$ cat config.mk
export PLATFORM = sky130hd
export DESIGN_NAME = tick_divider
export DESIGN_NICKNAME = d
export VERILOG_FILES = /design/src/rtl/tick_pkg.sv /design/src/rtl/tick_divider_mod_counter.sv /design/src/rtl/tick_divider.sv
export SDC_FILE = /design/constraint.sdc
export NUM_CORES = 1
export LEC_CHECK = 0
export CAP_MARGIN = 30
export CORE_MARGIN = 10
export CORE_UTILIZATION = 45
export CTS_BUF_LIST = sky130_fd_sc_hd__clkbuf_4 sky130_fd_sc_hd__clkbuf_8
export CTS_CLUSTER_SIZE = 30
export DETAILED_ROUTE_END_ITERATION = 8
export PLACE_DENSITY_LB_ADDON = 0.1
export SYNTH_ARGS = -nofsm -noshare
export SYNTH_HDL_FRONTEND = slang
export SYNTH_SLANG_ARGS = --single-unit
$ cat constraint.sdc
create_clock -name clock100 -period 4.81 [get_ports clock100]
set_input_delay 1.2025 -clock clock100 [delete_from_list [all_inputs] [get_ports clock100]]
set_output_delay 1.2025 -clock clock100 [all_outputs]
set_load 0.02 [all_outputs]
$ cat src/rtl/tick_pkg.sv
`default_nettype none
// ============================================================================
//  Module   : tick_pkg
//  Purpose  : Shared defaults for the tick divider and the level-speed table
//             that the game FSM uses to program game_div per level.
//  Revision : 1.0 - initial release
// ============================================================================
package tick_pkg;

   // Default elaboration values for tick_divider
   localparam int PIX_DIV_DEF      = 4;
   localparam int GAME_W_DEF       = 24;
   localparam int GAME_DIV_RST_DEF = 1562500;
   localparam int CNT_W_DEF        = 8;

   // Level-speed divisors in pix_tick units, slowest level first
   localparam int LEVEL_CNT = 4;
   localparam logic [GAME_W_DEF-1:0] LEVEL_DIV [LEVEL_CNT] = '{
      24'd1562500,
      24'd1250000,
      24'd937500,
      24'd625000
   };

endpackage : tick_pkg
`default_nettype wire

$ cat src/rtl/tick_divider_mod_counter.sv
`default_nettype none
// ============================================================================
//  Module   : mod_counter
//  Purpose  : Modulo counter 0..modulus-1 with enable and synchronous clear.
//             wrap is combinational and flags the cycle in which the count
//             returns to zero.
//  Revision : 1.0 - initial release
// ============================================================================
module mod_counter
   import tick_pkg::*;
#(
   parameter int W = 8
) (
   input  logic         clk,
   input  logic         rst,
   input  logic         en,
   input  logic         clr,
   input  logic [W-1:0] modulus,
   output logic [W-1:0] cnt,
   output logic         wrap
);

   logic [W-1:0] cnt_q;
   logic [W-1:0] cnt_d;

   // Next count: clear has priority; >= keeps the counter safe if modulus shrinks
   always_comb begin
      cnt_d = cnt_q;
      wrap  = en && !clr && (cnt_q >= (modulus - W'(1)));
      if (clr) begin
         cnt_d = '0;
      end else if (wrap) begin
         cnt_d = '0;
      end else if (en) begin
         cnt_d = cnt_q + W'(1);
      end
   end

   // Count register with synchronous reset
   always_ff @(posedge clk) begin
      if (rst) begin
         cnt_q <= '0;
      end else begin
         cnt_q <= cnt_d;
      end
   end

   assign cnt = cnt_q;

endmodule : mod_counter
`default_nettype wire

$ cat src/rtl/tick_divider.sv
`default_nettype none
// ============================================================================
//  Module   : tick_divider
//  Purpose  : Single-clock enable generator. pix_tick pulses every PIX_DIV
//             cycles; game_tick pulses every PIX_DIV*div_active cycles with a
//             run-time divisor that is swapped in only at a period boundary
//             or while paused.
//  Options  : TICK_DIVIDER_SQUARE_OUT_EN adds clk_sq, a 50% square wave of
//             period PIX_DIV for the legacy 25 MHz consumer.
//  Revision : 1.0 - initial release
// ============================================================================
module tick_divider
   import tick_pkg::*;
#(
   parameter int PIX_DIV      = PIX_DIV_DEF,
   parameter int GAME_W       = GAME_W_DEF,
   parameter int GAME_DIV_RST = GAME_DIV_RST_DEF,
   parameter int CNT_W        = CNT_W_DEF
) (
   input  logic              clock100,
   input  logic              reset,
   input  logic              run,
   input  logic [GAME_W-1:0] game_div,
   input  logic              div_load,
   output logic              pix_tick,
   output logic              game_tick,
   output logic [CNT_W-1:0]  tick_count,
   output logic [GAME_W-1:0] div_active,
`ifdef TICK_DIVIDER_SQUARE_OUT_EN
   output logic              clk_sq,
`endif
   output logic              div_pending
);

   // PIX_W holds PIX_DIV itself so the modulus is representable
   localparam int                PIX_W   = $clog2(PIX_DIV + 1);
   localparam logic [PIX_W-1:0]  PIX_MOD = PIX_W'(PIX_DIV);
   localparam logic [GAME_W-1:0] DIV_RST = GAME_W'(GAME_DIV_RST);

   logic [PIX_W-1:0]  pix_cnt;
   logic              pix_wrap;
   logic [GAME_W-1:0] game_cnt;
   logic              game_wrap;
   logic              game_en;
   logic              game_clr;
   logic [GAME_W-1:0] load_div;
   logic              apply_div;

   logic              pix_tick_q,    pix_tick_d;
   logic              game_tick_q,   game_tick_d;
   logic [CNT_W-1:0]  tick_count_q,  tick_count_d;
   logic [GAME_W-1:0] div_active_q,  div_active_d;
   logic [GAME_W-1:0] div_pend_val_q, div_pend_val_d;
   logic              div_pending_q, div_pending_d;

   mod_counter #(.W(PIX_W)) u_pix_cnt (
      .clk     (clock100),
      .rst     (reset),
      .en      (1'b1),
      .clr     (1'b0),
      .modulus (PIX_MOD),
      .cnt     (pix_cnt),
      .wrap    (pix_wrap)
   );

   mod_counter #(.W(GAME_W)) u_game_cnt (
      .clk     (clock100),
      .rst     (reset),
      .en      (game_en),
      .clr     (game_clr),
      .modulus (div_active_q),
      .cnt     (game_cnt),
      .wrap    (game_wrap)
   );

   // Divisor bookkeeping: a zero divisor is saturated to 1; a load in a wrap
   // cycle or while paused bypasses the pending register and applies at once
   always_comb begin
      game_en        = pix_tick_q && run;
      load_div       = (game_div == '0) ? GAME_W'(1) : game_div;
      apply_div      = (game_wrap || !run) && (div_load || div_pending_q);
      game_clr       = !run && (div_load || div_pending_q);
      pix_tick_d     = pix_wrap;
      game_tick_d    = game_wrap;
      tick_count_d   = game_wrap ? tick_count_q + CNT_W'(1) : tick_count_q;
      div_pend_val_d = div_load ? load_div : div_pend_val_q;
      div_active_d   = div_active_q;
      div_pending_d  = div_pending_q;
      if (apply_div) begin
         div_active_d  = div_load ? load_div : div_pend_val_q;
         div_pending_d = 1'b0;
      end else if (div_load) begin
         div_pending_d = 1'b1;
      end
   end

   // Output and divisor registers with synchronous reset
   always_ff @(posedge clock100) begin
      if (reset) begin
         pix_tick_q     <= 1'b0;
         game_tick_q    <= 1'b0;
         tick_count_q   <= '0;
         div_active_q   <= DIV_RST;
         div_pend_val_q <= DIV_RST;
         div_pending_q  <= 1'b0;
      end else begin
         pix_tick_q     <= pix_tick_d;
         game_tick_q    <= game_tick_d;
         tick_count_q   <= tick_count_d;
         div_active_q   <= div_active_d;
         div_pend_val_q <= div_pend_val_d;
         div_pending_q  <= div_pending_d;
      end
   end

   assign pix_tick    = pix_tick_q;
   assign game_tick   = game_tick_q;
   assign tick_count  = tick_count_q;
   assign div_active  = div_active_q;
   assign div_pending = div_pending_q;

`ifdef TICK_DIVIDER_SQUARE_OUT_EN
   generate
      if ((PIX_DIV % 2) != 0) begin : g_sq_odd_err
         $error("tick_divider: clk_sq needs an even PIX_DIV");
      end
   endgenerate

   logic clk_sq_q, clk_sq_d;

   // Toggle at mid-period and end-of-period for a 50% duty square wave
   always_comb begin
      clk_sq_d = clk_sq_q;
      if ((pix_cnt == PIX_W'(PIX_DIV / 2 - 1)) || (pix_cnt == PIX_W'(PIX_DIV - 1))) begin
         clk_sq_d = ~clk_sq_q;
      end
   end

   // Square-wave register with synchronous reset
   always_ff @(posedge clock100) begin
      if (reset) begin
         clk_sq_q <= 1'b0;
      end else begin
         clk_sq_q <= clk_sq_d;
      end
   end

   assign clk_sq = clk_sq_q;
`endif

   // Counter values are only observed through the wrap strobes in this build
   logic unused_cnt;
   assign unused_cnt = ^{pix_cnt, game_cnt};

endmodule : tick_divider
`default_nettype wire
# ---- After elaboration in Yosys (flattened, before gate mapping)
# Index checks and enable logic that the tools add are counted.
dict set report classes {
  addsub 4
  multipliers 0
  div 0
  order_cmp 2
  n_eq_ne 0
  n_shift 0
  n_mux 2
  bitwise_logic 0
  n_reduce_logical 13
}
# cell n
set op_table {}
lappend op_table {{24-bit 2-to-1 mux} 2}
lappend op_table {{24-bit by 1-bit adder with 24-bit output, second input constant} 1}
lappend op_table {{24-bit >= comparator} 1}
lappend op_table {{24-bit zero test} 1}
lappend op_table {{24-bit by 1-bit subtractor with 24-bit output, second input constant} 1}
lappend op_table {{8-bit by 1-bit adder with 8-bit output, second input constant} 1}
lappend op_table {{1-bit logical AND} 5}
lappend op_table {{2-bit OR reduction} 2}
lappend op_table {{3-bit by 1-bit adder with 3-bit output, second input constant} 1}
lappend op_table {{3-bit by 2-bit >= comparator with 1-bit output, second input constant} 1}
lappend op_table {{3-bit OR reduction} 1}
lappend op_table {{1-bit zero test} 2}
lappend op_table {{1-bit logical OR} 2}
dict set report totals {
  reg_bits 86
  latch_bits 0
  mem_bits_rw 0
  mem_bits_ro 0
  input_bits 28
  output_inout_bits 35
  n_memories 0
}

# ---- Logic depth before layout (Yosys ltp)
dict set report logic_depth {
  word_depth 8
  mapped_depth 17
  ltp_nobuf 15
}

# ---- By module
# Synthesis repeated with hierarchy kept, for this count alone.
dict set report unflattened {
  cells_unflattened 485
  hier_area_um2 4513.1
}
# mod instances cells_each area_per_inst_um2
set modules_own_cells {}
lappend modules_own_cells {tick_divider 1 204 2215.9}
lappend modules_own_cells {{mod_counter (u_game_cnt)} 1 251 2024.4}
lappend modules_own_cells {{mod_counter (u_pix_cnt)} 1 30 272.8}

# ---- Least setup slack after synthesis
# Ideal clock, no wire load.
dict set report synth_timing {
  path_kind {register to register}
  start {register div_active_q[2] (netlist: div_active[2])}
  end {register div_active_q[0] (netlist: div_active[0])}
  t_arrival_ns 3.545
  setup_slack_ns 1.144
  stages_incl_launch_ff 17
  cell_sequence {dfxtp_1 or4_1 nor2_1 and3_1 nand3_1 nor3_1 xnor2_1 ha_1 nand4_1 nor3_1 a221oi_1 o21ai_1 o21ai_2 a21o_1 buf_6 buf_12 mux2_4}
}
dict set report synth_via {
  elab_chain_len 5
}
# item line_no
set synth_rtl {}
lappend synth_rtl {{start: declaration} tick_divider.sv:52} ;# logic [GAME_W-1:0] div_active_q, div_active_d;
lappend synth_rtl {{start signal: assignment} tick_divider.sv:110} ;# div_active_q <= div_active_d;
lappend synth_rtl {{24-bit by 1-bit subtractor with 24-bit output} tick_divider_mod_counter.sv:29} ;# wrap = en && !clr && (cnt_q >= (modulus - W'(1)));
lappend synth_rtl {{24-bit >= comparator} tick_divider_mod_counter.sv:29}
lappend synth_rtl {{1-bit logical AND} tick_divider_mod_counter.sv:29}
lappend synth_rtl {{1-bit logical OR} tick_divider.sv:81} ;# apply_div = (game_wrap || !run) && (div_load || div_pending_q);
lappend synth_rtl {{1-bit logical AND} tick_divider.sv:81}
# Every way passes these cells.
# A chain may end at the register's enable or synchronous reset.

# ---- Worst setup path in the final report
dict set report layout_timing {
  start {register div_active_q[2] (netlist: div_active[2])}
  end {register tick_count_q[3] (netlist: tick_count[3])}
}
dict set report layout_via {
  elab_chain_len 3
}
# item line_no
set layout_rtl {}
lappend layout_rtl {{24-bit by 1-bit subtractor with 24-bit output} tick_divider_mod_counter.sv:29}
lappend layout_rtl {{24-bit >= comparator} tick_divider_mod_counter.sv:29}
lappend layout_rtl {{1-bit logical AND} tick_divider_mod_counter.sv:29}
lappend layout_rtl {{end signal: assignment} tick_divider.sv:109} ;# tick_count_q <= tick_count_d;
lappend layout_rtl {{end: declaration} tick_divider.sv:51} ;# logic [CNT_W-1:0] tick_count_q, tick_count_d;
# Every way passes these cells.

==> metrics <==
Compound-Gate Fraction of Synth Area=0.0901; Final Slew Violations=0; DRT Pass-1 Iters=4; final critical-path share of the clock period=0.849; synth warn=0; post-synth top area share=0.385; most frequent cells in the layout=86 x dfxtp_1, 61 x nor2_1, 61 x clkdlybuf4s50_1, 30 x nand2_1, 29 x ha_1; setup violators final=0; setup_tns=0 ns; CTS buffer count=9; Synth Area in XOR/XNOR=0.0823; ratio of cells with drive above 1 in the final layout=0.119; CP Cell Sequence=or4_1, nor2_1, and3_1, nand3_1, nor3_1, xnor2_1, ha_1, nand4_1, nor3_1, a221oi_1, o21ai_1, nor2_1, buf_4, or4_1, a21oi_1; Die X=120 µm; Worst Max-Slew Pin Slew=0.527 ns; CTS Buffer Depth=2; DRT antenna net count=0; simple-gate share of the synthesized area=0.226; Placed Area=5180 µm²; Hold Vio Cnt, Final=0; worst min path class=flop to flop; top area cells in the synthesized netlist=dfxtp_1 39%, ha_1 8.1%, mux2_4 6.7%; first-pass GRT wire length=17.4 mm; total track usage=0.145; Post-Syn Nets=532; Pleak=2.09 nW; cell area after synthesis=4470 µm²; routed vias=between 3000 and 4000; antenna cells=0; clock root cell=clkbuf_8; largest area contributor in the netlist=dfxtp_1; FF+latch count, synth=86; status=complete, no violations; via/cell ratio=5.28; initial antenna violation count=0; maxcap violations=0; pin count of the biggest net entering global routing=47; DRT met1 WL=5.27 mm; max_slew headroom=0.648; Crit-path slowest cell=or4_1; vias in the first global route=3511; area delta synth->final=20.3%; DR top layer=met4; Initial Util=0.459; drt initial violations=approximately 200; Post-synth EDFFs=0; Die Height=between 100 and 150 µm; Layout Utilization=0.553; Final Cell Area=5380 µm²; Reg clk slew, reported paths=0.10 ns; Core Region=9730 µm²; unrepaired setup endpoints after global routing=false; PortBufs=62; mux cell area share after synthesis=0.102; H-tree depth=3; CTS tree=built; delay of the slowest critical-path stage=0.55 ns; CP max FO=13; commonest non-fill, non-tap cell in the layout=dfxtp_1; Synth Instances=475; met3 wire length=326 µm; Critical Path Start Type=flop; Post-CTS Repair Setup Buffers=0; DRC=0; die area=14300 µm²; Hold-fix buffers, CTS=0; GRT overflow=0; Routability Congestion=roughly 0.86; clock sinks=86; Crit path arrival time=4.38 ns; Worst EP required=5.11 ns; PD cells=281 nW/µm²; final wirelength=10.4 mm; Site Rows=36; main combinational cell family by area after synthesis=simple AND/OR/NAND/NOR gates; Setup CP Type=flop to flop; metal2 WL=~4.7 mm; ys async rst share=0; Wirelength per Cell=about 15 µm; io pins=between 60 and 70; Max VDD drop=0.179 mV; Peak Freq=0.245 GHz; CP Capture Type=flop; dpl hpwl=7.95 mm; # resized after CTS=0; nets@finish=approximately 590; syn avg cell area=9.41 µm²; synth unique cells=50; flop2flop setup slack=roughly 0.73 ns; adder-cell share of the synthesized area=0.0812; fin crit period=roughly 4.1 ns; Top FF cell, synth=dfxtp_1; Worst-Skew Late Latency=about 0.36 ns; sequential-to-total area share from yosys stat=0.385; Clock Skews=0.0129 ns
[per-stage QoR]
stage                     power (mW)  hold slack, ns  instances  setup WS [ns]
final                           1.51           0.475        673          0.726
after global routing            1.58           0.504        673          0.403
after CTS                       1.53           0.476        673          0.718
after detailed placement        1.00           0.461        657          0.745
after global placement         0.998           0.452        657          0.843
after floorplan                0.921           0.430        475           1.14
[worst max-delay path: cells and delay by family, from the launching register on]
family / cells / cell delay, ns
AO/OA/AOI/OAI: 3 / 0.55
adder cells (fa/ha/maj): 1 / 0.30
XOR/XNOR: 1 / 0.11
buffers and inverters: 1 / 0.21
AND/OR/NAND/NOR: 9 / 2.49
flip-flops: 1 / 0.37
[final cells by class]
class                           count  area [µm²]
Timing Repair Buffer               67         653
Clock inverter                      6        70.1
Inverter                            9        33.8
Tap cell                          133         166
Clock buffer                       10         131
Fill cell                         915        4350
Sequential cell                    86        1720
Multi-Input combinational cell    362        2600
[report_power, final]
group	internal, mW	switching, mW
Sequential	0.745	0.0304
Clock	0.249	0.279
Combinational	0.108	0.103
Total	1.10	0.412
[synthesized netlist by cell type (all sizes together) (4+ instances only)]
library cell and n:
dfxtp 86, nor2 61, nand2 30, ha 29, xnor2 27, mux2 24, nor2b 24, nor4 15
xor2 15, and3 14, a211o 13, a21oi 13, or2 12, mux2i 11, o21ai 11, nand3 10
nor3 10, buf 9, clkbuf 9, inv 9, nand4 7, or3 4, or4 4
[final timing paths]
path,depth (start not counted),startpoint,endpoint
setup / recovery,15,div_active[2]$_SDFFE_PP1P_,tick_count[3]$_SDFFE_PP0P_
hold reg to reg,1,u_pix_cnt.cnt[0]$_SDFF_PP0_,u_pix_cnt.cnt[0]$_SDFF_PP0_
hold / removal,1,u_pix_cnt.cnt[0]$_SDFF_PP0_,u_pix_cnt.cnt[0]$_SDFF_PP0_
setup reg to reg,15,div_active[2]$_SDFFE_PP1P_,tick_count[3]$_SDFFE_PP0P_
[registers in the layout, indices dropped and copies added, names as in the netlist]
signal          count
div_pend_val_q     24
div_pending         1
pix_tick            1
u_pix_cnt.cnt       3
tick_count          8
div_active         24
game_tick           1
u_game_cnt.cnt     24
[per-layer routing]
metal / global-route usage / up-vias
met3: 0.0258 / 11
met5: 0 / -
li1: - / 1793
met4: 0.0498 / 0
met1: 0.200 / 1692
met2: 0.222 / 60
[cell families after synthesis]
group / Yosys count
simple gates: 199
flops: 86
compound gates: 57
xor+xnor: 42
mux: 35
fa+ha+maj: 29
buf+inv: 27
Note: power is estimated with default switching activity, not from simulation.
